<file path="src/rtl/udp_tx_arbiter_if.sv">
// AXI4-Stream bundle shared by the arbiter's source and MAC-side ports.
//   master : drives tvalid/tdata/tkeep/tuser/tlast, receives tready
//   slave  : receives tvalid/tdata/tkeep/tuser/tlast, drives tready
interface udp_tx_arbiter_if #(
  parameter int DW = 64,
  parameter int KW = DW / 8
);
  logic          tvalid;
  logic          tready;
  logic [DW-1:0] tdata;
  logic [KW-1:0] tkeep;
  logic          tuser;
  logic          tlast;

  modport master (output tvalid, tdata, tkeep, tuser, tlast, input tready);
  modport slave  (input tvalid, tdata, tkeep, tuser, tlast, output tready);
endinterface

</file>
<file path="src/rtl/udp_tx_arbiter.sv">
// udp_tx_arbiter: frame-level arbiter sharing the MAC TX stream between two
// frame sources. A grant is held from first beat to tlast, followed by a
// programmable idle gap. Frames forwarded per source are counted.
//
// Ports:
//   axis_aclk, axis_areset : clock, async active-high reset
//   s00_axis, s01_axis     : source streams (slave modport)
//   m00_axis               : stream to MAC (master modport)
//   src_en[1:0]            : per-source arbitration enable
//   gap_cycles[15:0]       : idle cycles inserted after each frame
//   pkt_count0/1[31:0]     : wrapping frame counters per source
//   busy                   : high whenever not IDLE
//
// Build option: define UDP_TX_ARB_PRIO_EN for strict priority (source 0
// wins ties); default build uses round-robin.
module udp_tx_arbiter #(
  parameter int C_AXIS_TDATA_WIDTH = 64,
  parameter int C_AXIS_TKEEP_WIDTH = C_AXIS_TDATA_WIDTH / 8
) (
  input  logic               axis_aclk,
  input  logic               axis_areset,
  udp_tx_arbiter_if.slave    s00_axis,
  udp_tx_arbiter_if.slave    s01_axis,
  udp_tx_arbiter_if.master   m00_axis,
  input  logic [1:0]         src_en,
  input  logic [15:0]        gap_cycles,
  output logic [31:0]        pkt_count0,
  output logic [31:0]        pkt_count1,
  output logic               busy
);
  localparam int NUM_SRC = 2;

  typedef enum logic [1:0] {IDLE, SEND, GAP} state_t;

  state_t state, state_d;
  logic   grant, grant_d, pick;
  logic [15:0] gap_cnt;
  logic [NUM_SRC-1:0][31:0] cnt;

  logic [NUM_SRC-1:0] s_vld, s_user, s_last, req;
  logic [NUM_SRC-1:0][C_AXIS_TDATA_WIDTH-1:0] s_data;
  logic [NUM_SRC-1:0][C_AXIS_TKEEP_WIDTH-1:0] s_keep;
  logic fire_last;

  assign s_vld  = {s01_axis.tvalid, s00_axis.tvalid};
  assign s_user = {s01_axis.tuser,  s00_axis.tuser};
  assign s_last = {s01_axis.tlast,  s00_axis.tlast};
  assign s_data = {s01_axis.tdata,  s00_axis.tdata};
  assign s_keep = {s01_axis.tkeep,  s00_axis.tkeep};
  assign req    = s_vld & src_en;

  // Frame ends on the granted source's tlast handshake.
  assign fire_last = (state == SEND) && s_vld[grant] && s_last[grant] && m00_axis.tready;

`ifdef UDP_TX_ARB_PRIO_EN
  assign pick = ~req[0];
`else
  logic last_grant;
  // On a tie the source not served last wins; otherwise the lone requester.
  assign pick = (&req) ? ~last_grant : req[1];

  always_ff @(posedge axis_aclk or posedge axis_areset) begin
    if (axis_areset)    last_grant <= 1'b1;
    else if (fire_last) last_grant <= grant;
  end
`endif

  always_comb begin
    state_d = state;
    grant_d = grant;
    case (state)
      IDLE: if (|req) begin
        grant_d = pick;
        state_d = SEND;
      end
      SEND: if (fire_last) state_d = (gap_cycles != 16'd0) ? GAP : IDLE;
      GAP:  if (gap_cnt <= 16'd1) state_d = IDLE;
      default: state_d = IDLE;
    endcase
  end

  always_ff @(posedge axis_aclk or posedge axis_areset) begin
    if (axis_areset) begin
      state   <= IDLE;
      grant   <= 1'b0;
      gap_cnt <= '0;
      cnt     <= '0;
    end else begin
      state <= state_d;
      grant <= grant_d;
      if (fire_last) begin
        gap_cnt    <= gap_cycles;
        cnt[grant] <= cnt[grant] + 32'd1;
      end else if (state == GAP) begin
        gap_cnt <= gap_cnt - 16'd1;
      end
    end
  end

  // Zero-latency forwarding in SEND; everything idles to 0 otherwise.
  always_comb begin
    m00_axis.tvalid = 1'b0;
    m00_axis.tdata  = '0;
    m00_axis.tkeep  = '0;
    m00_axis.tuser  = 1'b0;
    m00_axis.tlast  = 1'b0;
    s00_axis.tready = 1'b0;
    s01_axis.tready = 1'b0;
    if (state == SEND) begin
      m00_axis.tvalid = s_vld[grant];
      m00_axis.tdata  = s_data[grant];
      m00_axis.tkeep  = s_keep[grant];
      m00_axis.tuser  = s_user[grant];
      m00_axis.tlast  = s_last[grant];
      if (grant) s01_axis.tready = m00_axis.tready;
      else       s00_axis.tready = m00_axis.tready;
    end
  end

  assign pkt_count0 = cnt[0];
  assign pkt_count1 = cnt[1];
  assign busy       = (state != IDLE);
endmodule

</file>
<file path="src/flat_wrapper.sv">
// flat-port wrapper written by rule: the top's interface ports become plain ports
module udp_tx_arbiter_flat 
#(
  parameter int C_AXIS_TDATA_WIDTH = 64,
  parameter int C_AXIS_TKEEP_WIDTH = C_AXIS_TDATA_WIDTH / 8
)
  (axis_aclk, axis_areset, src_en, gap_cycles, pkt_count0, pkt_count1, busy, s00_axis_tvalid, s00_axis_tdata, s00_axis_tkeep, s00_axis_tuser, s00_axis_tlast, s00_axis_tready, s01_axis_tvalid, s01_axis_tdata, s01_axis_tkeep, s01_axis_tuser, s01_axis_tlast, s01_axis_tready, m00_axis_tvalid, m00_axis_tdata, m00_axis_tkeep, m00_axis_tuser, m00_axis_tlast, m00_axis_tready);
  udp_tx_arbiter_if #(.DW(64)) s00_axis_i ();
  udp_tx_arbiter_if #(.DW(64)) s01_axis_i ();
  udp_tx_arbiter_if #(.DW(64)) m00_axis_i ();
  input  logic axis_aclk;
  input  logic axis_areset;
  input  logic [1:0] src_en;
  input  logic [15:0] gap_cycles;
  output logic [31:0] pkt_count0;
  output logic [31:0] pkt_count1;
  output logic busy;
  input wire logic [$bits(s00_axis_i.tvalid)-1:0] s00_axis_tvalid;
  input wire logic [$bits(s00_axis_i.tdata)-1:0] s00_axis_tdata;
  input wire logic [$bits(s00_axis_i.tkeep)-1:0] s00_axis_tkeep;
  input wire logic [$bits(s00_axis_i.tuser)-1:0] s00_axis_tuser;
  input wire logic [$bits(s00_axis_i.tlast)-1:0] s00_axis_tlast;
  output wire logic [$bits(s00_axis_i.tready)-1:0] s00_axis_tready;
  input wire logic [$bits(s01_axis_i.tvalid)-1:0] s01_axis_tvalid;
  input wire logic [$bits(s01_axis_i.tdata)-1:0] s01_axis_tdata;
  input wire logic [$bits(s01_axis_i.tkeep)-1:0] s01_axis_tkeep;
  input wire logic [$bits(s01_axis_i.tuser)-1:0] s01_axis_tuser;
  input wire logic [$bits(s01_axis_i.tlast)-1:0] s01_axis_tlast;
  output wire logic [$bits(s01_axis_i.tready)-1:0] s01_axis_tready;
  output wire logic [$bits(m00_axis_i.tvalid)-1:0] m00_axis_tvalid;
  output wire logic [$bits(m00_axis_i.tdata)-1:0] m00_axis_tdata;
  output wire logic [$bits(m00_axis_i.tkeep)-1:0] m00_axis_tkeep;
  output wire logic [$bits(m00_axis_i.tuser)-1:0] m00_axis_tuser;
  output wire logic [$bits(m00_axis_i.tlast)-1:0] m00_axis_tlast;
  input wire logic [$bits(m00_axis_i.tready)-1:0] m00_axis_tready;
  assign s00_axis_i.tvalid = s00_axis_tvalid;
  assign s00_axis_i.tdata = s00_axis_tdata;
  assign s00_axis_i.tkeep = s00_axis_tkeep;
  assign s00_axis_i.tuser = s00_axis_tuser;
  assign s00_axis_i.tlast = s00_axis_tlast;
  assign s00_axis_tready = s00_axis_i.tready;
  assign s01_axis_i.tvalid = s01_axis_tvalid;
  assign s01_axis_i.tdata = s01_axis_tdata;
  assign s01_axis_i.tkeep = s01_axis_tkeep;
  assign s01_axis_i.tuser = s01_axis_tuser;
  assign s01_axis_i.tlast = s01_axis_tlast;
  assign s01_axis_tready = s01_axis_i.tready;
  assign m00_axis_tvalid = m00_axis_i.tvalid;
  assign m00_axis_tdata = m00_axis_i.tdata;
  assign m00_axis_tkeep = m00_axis_i.tkeep;
  assign m00_axis_tuser = m00_axis_i.tuser;
  assign m00_axis_tlast = m00_axis_i.tlast;
  assign m00_axis_i.tready = m00_axis_tready;
  udp_tx_arbiter #(.C_AXIS_TDATA_WIDTH(C_AXIS_TDATA_WIDTH), .C_AXIS_TKEEP_WIDTH(C_AXIS_TKEEP_WIDTH)) u_core (.axis_aclk(axis_aclk), .axis_areset(axis_areset), .s00_axis(s00_axis_i), .s01_axis(s01_axis_i), .m00_axis(m00_axis_i), .src_en(src_en), .gap_cycles(gap_cycles), .pkt_count0(pkt_count0), .pkt_count1(pkt_count1), .busy(busy));
endmodule
</file>
<file path="config.mk">
export PLATFORM = sky130hd
export DESIGN_NAME = udp_tx_arbiter_flat
export DESIGN_NICKNAME = d
export VERILOG_FILES = /design/src/rtl/udp_tx_arbiter_if.sv /design/src/rtl/udp_tx_arbiter.sv /design/src/flat_wrapper.sv
export SDC_FILE = /design/constraint.sdc
export NUM_CORES = 1
export LEC_CHECK = 0
export CAP_MARGIN = 20
export CORE_AREA = 2 2 123 125
export DETAILED_ROUTE_END_ITERATION = 10
export DIE_AREA = 0 0 125 127
export GPL_ROUTABILITY_DRIVEN = 0
export PLACE_DENSITY = 0.83
export SLEW_MARGIN = 20
export SYNTH_ARGS = -nofsm -noshare
export SYNTH_HDL_FRONTEND = slang
export SYNTH_SLANG_ARGS = --single-unit
</file>
<file path="constraint.sdc">
create_clock -name axis_aclk -period 3.3 [get_ports axis_aclk]
set_input_delay 0.495 -clock axis_aclk [delete_from_list [all_inputs] [get_ports axis_aclk]]
set_output_delay 0.495 -clock axis_aclk [all_outputs]
set_load 0.02 [all_outputs]
</file>
==> reports/results.tsv <==
metric	value	unit
vias in the first global route	5722	
gr usage total	26.0	%
Core Rows	44	
final instance area	0.00928	sq mm
RSZ-0062 raised after global routing	no	
Ys Warns	0	
DR pass1 iterations	6	
asr flop ratio synth	100	%
Crit Path Class	reg2out	
Setup TNS	0	ns
count leader, synth	nor2_1	
Wirelength per Cell	19.3	um
Routed Antenna Nets	0	
core area	0.0144	sq mm
actual slew at the worst max-slew pin	0.716	ns
TritonCTS clock tree	built	
Yosys top cell area share	36.3	%
Synth Flop Type	dfrtp_1	
Final Skew	0.00675	ns
initial antenna violation count	2	
DRC errors left	0	
htree depth	3	
internal cell power	3490	uW
post-synthesis sequential area ratio	36.8	%
Initial Util	39.7	%
worst endpoint required time	2.80	ns
DP Area	0.00899	sq mm
hold crit path type	reg2reg	
Max transition margin	52.3	%
period utilization	93.0	%
share of cells above drive strength 1	7.44	%
Fin. Hold Viols	0	
n_diodes	0	
min Tclk post-route	3.07	ns
P_sw	2490	uW
Gate Count Post-Synth	626	
Clock Sinks	84	
Clock Latency Late Sink	0.33	ns
Die Width	125	um
post-DP HPWL	16.9	mm
most common library cells after synthesis	95 x nor2_1, 83 x dfrtp_1, 81 x mux2i_1, 73 x nand2_1, 34 x xor2_1	
IO Count	313	
die footprint	0.0159	sq mm
Non-Filler Instances	1111	
Die Y-Extent	127	um
critical path fanouts, max	47	
Seq pwr share	24.3	%
Cell variety after synth	66	
DR iter-0 viols	390	
Critical Path AT	2.57	ns
largest net degree at the start of global routing	69	
global-route wire length before repair	32.7	mm
clk slew on worst S/H paths	0.06	ns
Synth area leader	dfrtp_1	
clock share of power	16.8	%
final core utilization	64.4	%
grt total ovfl	0	
via count	5968	
Inserted Clock Buffers	9	
I/O Buffers	312	
VDD IR max	388	uV
Comb power frac	58.9	%
Nets	1098	
Max Cap Violations	0	
Setup crit end kind	primary output	
fmax	0.326	GHz
post-CTS setup buffer count	0	
Resized Gates After CTS	0	
synthesized area	0.00572	sq mm
CTS Buffer Depth	2	
Max Slew Vio Count	0	
final WL	21.5	mm
vias per inst	5.37	
clock root buffer	clkbuf_16	
Net Sw Frac	41.6	%
CP startpoint kind	flip-flop	
Mean Syn Cell Area	9.14	sq um
pwr/cell area	644	mW/mm^2
area growth from synthesis to layout	62.3	%
Mapped Nets	800	
Post-synth EDFFs	0	
synth top area cells	dfrtp_1 36%, mux2i_1 14%, nor2_1 6.2%	
Power Total	5980	uW
Hold Buf Count CTS	0	
Leak	0.00406	uW
Yosys reg bits	84	
placed cells	1097	
Setup violations, final	0	
outcome	finished, final reports clean	
==> power by group through the flow <==
| stage | registers (uW) | logic, uW | clock network (uW) |
|---|---|---|---|
| after floorplan | 1370 | 2100 | 0 |
| after global placement | 1450 | 3490 | 0 |
| after detailed placement | 1460 | 3530 | 0 |
| after CTS | 1450 | 3540 | 1020 |
| after global routing | 1480 | 3730 | 1060 |
| final | 1450 | 3520 | 1000 |
==> registers in the layout, indices dropped and copies added, names as in the netlist <==
register and cells:
u_core.pkt_count1 32, u_core.state 2, u_core.last_grant 1, u_core.gap_cnt 16, u_core.pkt_count0 32, u_core.grant 1
==> layout make-up <==
type                            count  area [sq um]
Fill cell                        1230          5140
Multi-Input combinational cell    497          3380
Timing Repair Buffer              325          3250
Sequential cell                    84          2110
Clock buffer                       12           256
Tap cell                          184           230
Clock inverter                      2          35.0
Inverter                            7          27.5
==> logic make-up (layout without fill, tap and decap cells) <==
logic type | count (synthesis) | after routing | share of synthesized area [%]
compound gates | 68 | 68 | 8.84
buf+inv | 45 | 346 | 4.13
fa+ha+maj | 3 | 3 | 0.656
flops | 84 | 84 | 36.8
mux | 94 | 94 | 16.7
simple gates | 285 | 285 | 25.7
xor+xnor | 47 | 47 | 7.20
==> metal layers <==
metal	GRT usage, %	vias up	share of wire (%)
met2	44.6	261	49
met3	7.71	26	8.6
li1	-	2833	-
met5	0	-	0.12
met4	3.40	4	1.0
met1	33.7	2844	41
==> worst max-delay path: stages, from the launching register on <==
cell	delay, ns
dfrtp_4	0.77
buf_4	0.49
mux2i_1	0.32
nor2_1	0.07
clkdlybuf4s50_1	0.54
==> layout by cell type, fill, tap and decap left out, drive strengths merged, types with 2 or more instances in the layout <==
cell type / Yosys / layout
clkdlybuf4s50: 0 / 312
nor2: 95 / 95
dfrtp: 83 / 83
mux2i: 81 / 81
nand2: 74 / 74
xor2: 34 / 34
nand3: 31 / 31
o21ai: 20 / 20
nor4: 20 / 20
nor3: 15 / 15
mux2: 13 / 13
xnor2: 13 / 13
buf: 20 / 13
nand4: 13 / 13
clkbuf: 18 / 12
o211ai: 9 / 9
nand3b: 8 / 8
a21oi: 8 / 8
or4: 6 / 6
nand2b: 6 / 6
inv: 7 / 6
o31ai: 4 / 4
nand4b: 4 / 4
o311ai: 4 / 4
a31oi: 3 / 3
nor3b: 3 / 3
a221o: 3 / 3
ha: 3 / 3
o22ai: 3 / 3
or2: 3 / 3
and3: 2 / 2
o221ai: 2 / 2
clkinv: 0 / 2
a21boi: 2 / 2
==> worst paths after layout <==
| check | startpoint | to | slack, ns | cells past startpoint |
|---|---|---|---|---|
| max | u_core.grant | m00_axis_tkeep[5] | 0.23 | 4 |
| min | u_core.last_grant | u_core.last_grant | 0.48 | 2 |
| max reg2reg | u_core.grant | u_core.pkt_count0[20] | 0.68 | 7 |
| min reg2reg | u_core.last_grant | u_core.last_grant | 0.48 | 2 |
| max in group asynchronous | axis_areset | u_core.pkt_count0[3] | 1.94 | 3 |
| min in group asynchronous | axis_areset | u_core.pkt_count0[25] | 0.56 | 2 |
==> through the flow <==
stage / hold slack, ns / setup WS (ns)
2_1_floorplan: 0.439 / 0.593
3_3_place_gp: 0.469 / 0.618
3_5_place_dp: 0.462 / 0.609
4_1_cts: 0.481 / 0.246
5_1_grt: 0.512 / 0.106
6_report: 0.480 / 0.232
Note: power is estimated with default switching activity, not from simulation.
